===== src/rtl/dmem_arb_pkg.sv =====
// Shared types and defaults for the data-memory arbiter.
package dmem_arb_pkg;

    localparam int unsigned AW_DEF = 4;
    localparam int unsigned DW_DEF = 4;

    typedef enum logic {
        IDLE   = 1'b0,
        ACCESS = 1'b1
    } state_t;

    typedef logic req_id_t;

endpackage


===== src/rtl/dmem_arbiter_rr_pick2.sv =====
// Two-way round-robin selector: on a tie the requester that did not win last time wins.
module rr_pick2
    import dmem_arb_pkg::*;
(
    input  logic    req0,
    input  logic    req1,
    input  req_id_t last,
    output req_id_t winner,
    output logic    any
);

    // Pick the sole requester, or alternate against last on contention
    always_comb begin
        any = req0 | req1;
        if (req0 && req1) begin
            winner = ~last;
        end else if (req1) begin
            winner = 1'b1;
        end else begin
            winner = 1'b0;
        end
    end

endmodule


===== src/rtl/dmem_arbiter.sv =====
// Two-requester arbiter/sequencer in front of a small async-read, sync-write data memory.
// Optional DMEM_ARB_LOCK_EN adds lock0/lock1 so a requester can hold the memory across
// consecutive rounds (atomic read-modify-write).
module dmem_arbiter
    import dmem_arb_pkg::*;
#(
    parameter int unsigned AW = AW_DEF,
    parameter int unsigned DW = DW_DEF
) (
    input  logic          clk,
    input  logic          rst_n,
    input  logic          req0,
    input  logic          we0,
    input  logic [AW-1:0] addr0,
    input  logic [DW-1:0] wdata0,
    output logic          gnt0,
    output logic          rvalid0,
    output logic [DW-1:0] rdata0,
    input  logic          req1,
    input  logic          we1,
    input  logic [AW-1:0] addr1,
    input  logic [DW-1:0] wdata1,
    output logic          gnt1,
    output logic          rvalid1,
    output logic [DW-1:0] rdata1,
`ifdef DMEM_ARB_LOCK_EN
    input  logic          lock0,
    input  logic          lock1,
`endif
    output logic          mem_we,
    output logic [AW-1:0] mem_addr,
    output logic [DW-1:0] mem_di,
    input  logic [DW-1:0] mem_do,
    output logic          busy
);

    state_t        state;
    req_id_t       last;
    req_id_t       id;
    req_id_t       pick;
    req_id_t       winner;
    logic          any;
    logic          cmd_we;
    logic [AW-1:0] cmd_addr;
    logic [DW-1:0] cmd_wdata;
    logic          sel_we;
    logic [AW-1:0] sel_addr;
    logic [DW-1:0] sel_wdata;

    rr_pick2 u_pick (
        .req0   (req0),
        .req1   (req1),
        .last   (last),
        .winner (pick),
        .any    (any)
    );

`ifdef DMEM_ARB_LOCK_EN
    logic    lock_on;
    req_id_t lock_own;
    logic    own_hold;

    // Lock owner keeps winning while it holds both req and lock
    always_comb begin
        own_hold = lock_on && (lock_own ? (req1 && lock1) : (req0 && lock0));
        winner   = own_hold ? lock_own : pick;
    end

    // Lock state is re-evaluated at every arbitration edge from the winner's lock input
    always_ff @(posedge clk) begin
        if (!rst_n) begin
            lock_on  <= 1'b0;
            lock_own <= 1'b0;
        end else if (state == IDLE && any) begin
            lock_on  <= winner ? lock1 : lock0;
            lock_own <= winner;
        end
    end
`else
    // Pure round-robin
    always_comb begin
        winner = pick;
    end
`endif

    // Mux the winning requester's command fields
    always_comb begin
        sel_we    = winner ? we1    : we0;
        sel_addr  = winner ? addr1  : addr0;
        sel_wdata = winner ? wdata1 : wdata0;
    end

    // Memory drive: write only in ACCESS and never while reset is asserted
    always_comb begin
        mem_we   = rst_n && (state == ACCESS) && cmd_we;
        mem_addr = cmd_addr;
        mem_di   = cmd_wdata;
    end

    // FSM, command latch and response registers
    always_ff @(posedge clk) begin
        if (!rst_n) begin
            state     <= IDLE;
            last      <= 1'b1;
            id        <= 1'b0;
            cmd_we    <= 1'b0;
            cmd_addr  <= '0;
            cmd_wdata <= '0;
            gnt0      <= 1'b0;
            gnt1      <= 1'b0;
            rvalid0   <= 1'b0;
            rvalid1   <= 1'b0;
            rdata0    <= '0;
            rdata1    <= '0;
            busy      <= 1'b0;
        end else begin
            gnt0    <= 1'b0;
            gnt1    <= 1'b0;
            rvalid0 <= 1'b0;
            rvalid1 <= 1'b0;
            busy    <= 1'b0;
            case (state)
                IDLE: begin
                    if (any) begin
                        cmd_we    <= sel_we;
                        cmd_addr  <= sel_addr;
                        cmd_wdata <= sel_wdata;
                        id        <= winner;
                        last      <= winner;
                        busy      <= 1'b1;
                        if (winner) begin
                            gnt1 <= 1'b1;
                        end else begin
                            gnt0 <= 1'b1;
                        end
                        state <= ACCESS;
                    end
                end
                ACCESS: begin
                    if (!cmd_we) begin
                        if (id) begin
                            rdata1  <= mem_do;
                            rvalid1 <= 1'b1;
                        end else begin
                            rdata0  <= mem_do;
                            rvalid0 <= 1'b1;
                        end
                    end
                    state <= IDLE;
                end
                default: state <= IDLE;
            endcase
        end
    end

endmodule


===== config.mk =====
export PLATFORM = sky130hd
export DESIGN_NAME = dmem_arbiter
export DESIGN_NICKNAME = d
export VERILOG_FILES = /design/src/rtl/dmem_arb_pkg.sv /design/src/rtl/dmem_arbiter_rr_pick2.sv /design/src/rtl/dmem_arbiter.sv
export SDC_FILE = /design/constraint.sdc
export NUM_CORES = 1
export LEC_CHECK = 0
export ABC_AREA = 0
export CORE_MARGIN = 10
export CORE_UTILIZATION = 38
export CTS_CLUSTER_DIAMETER = 120
export CTS_CLUSTER_SIZE = 25
export DETAILED_ROUTE_END_ITERATION = 10
export GPL_ROUTABILITY_DRIVEN = 1
export GPL_TIMING_DRIVEN = 0
export PLACE_DENSITY_LB_ADDON = 0.25
export SYNTH_ARGS = -nofsm -noshare
export SYNTH_HDL_FRONTEND = slang
export SYNTH_SLANG_ARGS = --single-unit

===== constraint.sdc =====
create_clock -name clk -period 1.4 [get_ports clk]
set_input_delay 0.42 -clock clk [delete_from_list [all_inputs] [get_ports clk]]
set_output_delay 0.42 -clock clk [all_outputs]
set_load 0.01 [all_outputs]

# After elaboration in Yosys (flattened, before gate mapping)
# Index checks and enable logic that the tools add are counted.
# W data, S select, Z words.
[word_totals]
reg_bits = 25
latchBits = 0
ram_bits = 0
romBits = 0
input_bits = 26
out_inout_bits = 22
memories = 0
[op_classes]
n_addsub = 0
mul = 0
div = 0
order_cmp = 0
eq_ne = 0
shifts = 0
n_mux = 11
bitwise = 7
n_reduce_logical = 9
[ops]
columns = ["cell", "count"]
rows = [
  ["$mux W1", 8],
  ["$mux W4", 2],
  ["$not A1 Y1", 6],
  ["$reduce_and A3 Y1", 2],
  ["$reduce_or A3 Y1", 2],
  ["$logic_and A1 B1 Y1", 3],
  ["$pmux W1 S2", 1],
  ["$reduce_and A2 Y1", 1],
  ["$reduce_or A2 Y1", 1],
  ["$or A1 B1 Y1", 1],
]

# Depth between registers and ports, before layout
# Gate-level depths: netlist of run 1.
[logic_depth]
ltp_word = 3
depth_mapped = 4

# Cells and area by module
# From an unflattened synthesis of run 1, not the netlist that was laid out.
[unflattened]
cells_unflattened = 95
area_unflattened_um2 = 899.6
[modules_own_cells]
columns = ["module", "n_inst", "cells_per_inst", "area_each_um2", "seq_area_each_um2"]
rows = [
  ["dmem_arbiter", 1, 93, 885.8, 480.5],
  ["rr_pick2", 1, 2, 13.8, 0.0],
]

# Worst setup path before layout of run 1
# OpenSTA, ideal clock, no wires.
[synth_path]
kind = "flip-flop to flip-flop"
from = "reg busy (netlist name)"
to = "reg rdata0[0]"
setup_ps = 128
arrival_time_ps = 1039
t_required_ps = 1272
path_slack_ps = 234
stages_incl_launch_ff = 4
path_cell_list = "dfxtp_1 > nor3b_4 > mux2i_1 > nor2_1"
[synth_lines]
columns = ["item", "line", "rtl"]
rows = [
  ["end signal, assigned", "dmem_arbiter.sv:145", "rdata0 <= mem_do;"],
  ["end, declared", "dmem_arbiter.sv:18", "output logic [DW-1:0] rdata0,"],
]

==> results of run 1 <==
-- state kept, by name (all words and copies together) (netlist names) --
name	cells
busy	1
cmd_we	1
gnt0	1
gnt1	1
id	1
last	1
mem_addr	4
mem_di	4
rdata0	4
rdata1	4
rvalid0	1
rvalid1	1
-- layout make-up --
type	count	area, um2
clock buffer	3	22.5
buffer	5	27.5
timing repair buffer	48	467
multi-input combinational	67	409
sequential	24	488
clock inverter	1	30.0
fill	208	761
tap	28	35.0
inverter	4	15.0
-- final timing paths --
kind,startpoint,to,depth (start not counted)
hold reg to reg,rdata0[2],rdata0[2],2
hold / removal,rst_n,cmd_we,3
setup / recovery,busy,mem_we,2
setup reg to reg,busy,rdata0[3],3
-- metal layers --
metal | vias to the layer above | share of wire [%] | global-route usage [%] | wire length [um]
met5 | - | 0 | 0 | 0
met4 | 0 | 1.0 | 3.99 | 28
met1 | 409 | 41 | 11.5 | 1120
met2 | 32 | 50 | 17.6 | 1340
li1 | 451 | - | - | -
met3 | 4 | 8.2 | 4.28 | 222
-- critical path, delay by kind of cell, from the launching register on --
kind	cells	cell delay, ps
buffers and inverters	1	100
and+or+nand+nor	1	180
DFF	1	400
-- logic make-up (layout without fill, tap and decap cells) --
kind of cell / Yosys count / count (layout)
buffers and inverters: 9 / 61
flip-flops: 24 / 24
AO/OA/AOI/OAI: 24 / 24
multiplexers: 8 / 8
AND/OR/NAND/NOR: 35 / 35
-- power by group through the flow --
stage / combinational [mW] / sequential [mW] / clock [mW]
final: 0.300 / 0.760 / 0.503
after global routing: 0.327 / 0.766 / 0.531
after detailed placement: 0.316 / 0.775 / 0
after floorplan: 0.111 / 0.792 / 0
after global placement: 0.309 / 0.772 / 0
after CTS: 0.290 / 0.759 / 0.511
-- metrics by stage --
step / hold WS, ps / instances
after global placement: 477 / 175
after global routing: 394 / 180
final: 385 / 180
after detailed placement: 485 / 175
after floorplan: 523 / 100
after CTS: 493 / 179
-- synthesized netlist by cell type --
library cell / count
dfxtp_1: 24
nand2_1: 18
nor2_1: 10
o21ai_0: 10
a31oi_1: 9
mux2i_1: 8
inv_1: 4
buf_2: 3
and2_1: 2
and3_1: 2
clkbuf_1: 2
a21bo_2: 1
a21boi_2: 1
nand3b_1: 1
nor3_1: 1
nor3b_4: 1
o21ba_2: 1
o22a_1: 1
o311ai_0: 1
-- timing repair --
action / CTS / global route
resized for setup: 32 / 21
endpoints found under the setup margin: 23 / 22
setup buffers: 0 / 1
pin swaps: 0 / 1
hold buffers: 0 / 0
==> metrics.md, run 1 <==
| Metric | Value |
|---|---|
| DPL Wire Length | 2060 um |
| Synth Area in Adders | 0% |
| Internal power | 1.19 mW |
| Antenna cells | 0 |
| Delay of the slowest critical-path stage | 400 ps |
| # IOs | 48 |
| Total Die Area | 0.00477 mm2 |
| Vias in the first global route | 889 |
| Pwr Total | 1.56 mW |
| Fin. Hold Viols | 0 |
| GR Util All Layers | 10.5% |
| CP Capture Type | output pin |
| DRT iter0 DRCs | 17 |
| CTS tree | yes |
| Final core occ | 66.3% |
| Antenna Nets Post-Route | 0 |
| Die Width | 69.1 um |
| Area of the core | 0.00225 mm2 |
| Clock net sink count | 24 |
| Clock root buffer | clkbuf_4 |
| DRC Markers | 0 |
| Vias/cell | 4.98 |
| Switching share of power | 24.0% |
| WP data arrival | 990 ps |
| Hold crit path type | input port to flop |
| Most frequent cells in the layout | 23 x clkdlybuf4s50_1, 22 x dfxtp_1, 18 x nand2_1 |
| #FFs+latches synth | 24 |
| Row Count | 17 |
| Final min period | 1410 ps |
| Gp weighted congestion | 0.719 |
| Fmax | 0.708 GHz |
| Num CTS Buffers | 3 |
| Slew @ Worst Pin | 415 ps |
| Drt first pass iters | 4 |
| Comb pwr share | 19.2% |
| Nets | 179 |
| Pre-CTS WS | -752 ps |
| Area delta synth->final | 63.3% |
| Post-synth cell types | 19 |
| Mapped Area | 915 um2 |
| Setup TNS | -11.9 ps |
| Largest net degree at the start of global routing | 15 |
| Syn Nets | 126 |
| Clk_lat worst skew | 320 ps |
| WS Path Type | flop to output pin |
| Starting Density | 40.6% |
| DP Area | 0.00142 mm2 |
| Syn Area/Cell | 9.15 um2 |
| Pwr dens | 1050 mW/mm2 |
| VDD IR-drop max | 0.635 mV |
| Failing checks | negative setup slack |
| Area leader, netlist | dfxtp_1 |
| Seq pwr share | 48.6% |
| Clock network power share | 32.2% |
| RSZ-0062 raised after global routing | yes |
| Port Buffers | 47 |
| Post-DR wirelength/cell | 15.1 um |
| Mux contribution to synthesized area | 8.76% |
| H-tree depth | 1 |
| Final setup fails | 1 |
| Worst-path clk slew | 130 ps |
| Syn. warnings | 0 |
| Complex-gate fraction of the synthesized area | 17.0% |
| Post-Synth XOR/XNOR Area | 0% |
| Die H | 69.1 um |
| Via Count | 896 |
| Worst Path Max Fanout | 6 |
| Area share of the largest cell type after synthesis | 52.5% |
| Cells along the critical path | and3_4 > buf_6 |
| Req. time, crit path | 980 ps |
| Slowest stage cell, crit path | dfxtp_4 |
| Final worst-path cycle share | 101% |
| Startpoint Class | flop |
| Slew Viols, Final | 0 |
| Commonest non-fill, non-tap cell in the layout | clkdlybuf4s50_1 |
| Worst clock skew | 3.20 ps |
| LEAKAGE | 0.681 nW |
| CTS max path bufs | 2 |
| Cell area after layout | 0.00149 mm2 |
| Final worst slack | -11.9 ps |
| Largest family of logic cells by synthesized area | simple AND/OR/NAND/NOR gates |
| P_sw | 375 uW |
| MaxCap Viol Count | 0 |
| Post-synthesis simple-gate area fraction | 17.6% |
| Status | complete, but fails checks |
| Total grt overflow | 0 |
| Share of layout cells above drive strength 1 | 11.8% |
| Antenna violations before repair | 0 |
| Reg2reg setup slack | 220 ps |
| Post-Synthesis Cells | 100 |
| Post-synthesis sequential area ratio | 52.5% |
| Final WL | 2710 um |
| Relative slew margins | 72.3% |
| First-pass GRT wire length | 4280 um |
| Ranking of synthesized cells by area | dfxtp_1 53%, mux2i_1 8.8%, nand2_1 7.4%, a31oi_1 6.2%, o21ai_0 5.5% |
Power figures use the tool's default switching activity.
==> inputs of run 2 (changes only) <==
--- a/config.mk
+++ b/config.mk
@@ -14,6 +14,8 @@
 export GPL_ROUTABILITY_DRIVEN = 1
 export GPL_TIMING_DRIVEN = 0
 export PLACE_DENSITY_LB_ADDON = 0.25
+export RECOVER_POWER = 100
+export SETUP_SLACK_MARGIN = 0.02
 export SYNTH_ARGS = -nofsm -noshare
 export SYNTH_HDL_FRONTEND = slang
 export SYNTH_SLANG_ARGS = --single-unit
==> run 2 against run 1 <==
The run still ends with negative setup slack left. Sequential share of layout area increased by 0.64 points. Wire length up 1.5%. Design area shrank 1.7%.
==> metrics.md, run 2 (same netlist as run 1, synthesis figures left out) <==
| Metric | Value |
|---|---|
| H-tree depth | 1 |
| # IOs | 48 |
| VDD IR-drop max | 0.633 mV |
| Startpoint Class | flop |
| Die H | 69.1 um |
| LEAKAGE | 0.654 nW |
| WS Path Type | flop to output pin |
| Slew @ Worst Pin | 450 ps |
| Total grt overflow | 0 |
| Port Buffers | 47 |
| Final worst slack | -2.96 ps |
| Commonest non-fill, non-tap cell in the layout | clkdlybuf4s50_1 |
| Antenna violations before repair | 0 |
| Length in cells of the worst reg-to-reg path | 4 |
| Final setup fails | 1 |
| Reg2reg setup slack | 130 ps |
| Worst-path clk slew | 130 ps |
| DP Area | 0.00142 mm2 |
| Clock root buffer | clkbuf_4 |
| Via Count | 893 |
| Hold crit path type | input port to flop |
| Largest net degree at the start of global routing | 15 |
| Vias/cell | 4.96 |
| Area delta synth->final | 60.6% |
| First-pass GRT wire length | 4390 um |
| Status | complete, but fails checks |
| Failing checks | negative setup slack |
| Vias in the first global route | 916 |
| Fmax | 0.713 GHz |
| Post-DR wirelength/cell | 15.3 um |
| Area of the core | 0.00225 mm2 |
| Total Die Area | 0.00477 mm2 |
| Req. time, crit path | 980 ps |
| Die Width | 69.1 um |
| Worst clock skew | 0.711 ps |
| Pwr dens | 1060 mW/mm2 |
| Slew Viols, Final | 0 |
| Fin. Hold Viols | 0 |
| Final worst-path cycle share | 100% |
| Hold Buf Count CTS | 0 |
| Setup TNS | -2.96 ps |
| Share of layout cells above drive strength 1 | 18.4% |
| DRT iter0 DRCs | 17 |
| Relative slew margins | 70.0% |
| Antenna Nets Post-Route | 0 |
| Most frequent cells in the layout | 23 x clkdlybuf4s50_1, 21 x dfxtp_1, 18 x nand2_1 |
| MaxCap Viol Count | 0 |
| Antenna cells | 0 |
| Worst Path Max Fanout | 4 |
| Final core occ | 65.1% |
| DP Cell Count | 175 |
| Final min period | 1400 ps |
| Nets | 179 |
| Pwr Total | 1.56 mW |
| RSZ-0062 raised after global routing | yes |
| Clk_lat worst skew | 310 ps |
| CP Capture Type | output pin |
| Num CTS Buffers | 3 |
| Starting Density | 40.6% |
| WP data arrival | 980 ps |
| DPL Wire Length | 2060 um |
| Final WL | 2750 um |
| CTS tree | yes |
| Gp weighted congestion | 0.719 |
| CTS max path bufs | 2 |
| Row Count | 17 |
| Drt first pass iters | 4 |
| Non-filler cells, final | 180 |
| Hold Path Depth | 3 |
| Clock net sink count | 24 |
| DRC Markers | 0 |
| Cell area after layout | 0.00147 mm2 |
| GR Util All Layers | 10.8% |
run 2: critical path: stages (launching register included):
cell and delay (ps):
dfxtp_4 390, and3_4 180, buf_6 100
run 2: cell type report:
type                       instances  area [um2]
inverter                           4        15.0
timing repair buffer              48         440
buffer                             5        27.5
clock inverter                     1        30.0
fill                             207         786
tap                               28        35.0
clock buffer                       3        22.5
sequential                        24         489
multi-input combinational         67         409
run 2: final timing paths:
| kind | from | end |
|---|---|---|
| max | cmd_we | mem_we |
| min | rst_n | cmd_we |
| max reg2reg | busy | rdata0[3] |
| min reg2reg | rdata0[0] | rdata0[0] |
run 2: what timing repair did:
action	4_1_cts	5_1_grt
hold endpoints to repair	0	0
setup endpoints to repair	27	29
setup buffers	1	0
resized for setup	42	30
run 2: metrics by stage:
stage                     worst slack (ps)  hold slack (ps)
final                                -2.96              493
after floorplan                        234              523
after CTS                            -34.5              464
after global placement                -718              477
after detailed placement              -752              485
after global routing                 -37.6              489
run 2: layer usage:
metal  track usage, %  vias up  share of wire (%)
met5                0        -                  0
met4             4.66        0                1.6
met3             4.14        6                7.4
met2             17.8       28                 50
met1             12.0      410                 41
li1                 -      449                  -
run 2: power by group:
part,switching (mW),internal (mW),total (mW)
clock network,0.212,0.289,0.502
registers,0.0284,0.731,0.759
logic,0.136,0.165,0.302
total,0.377,1.19,1.56
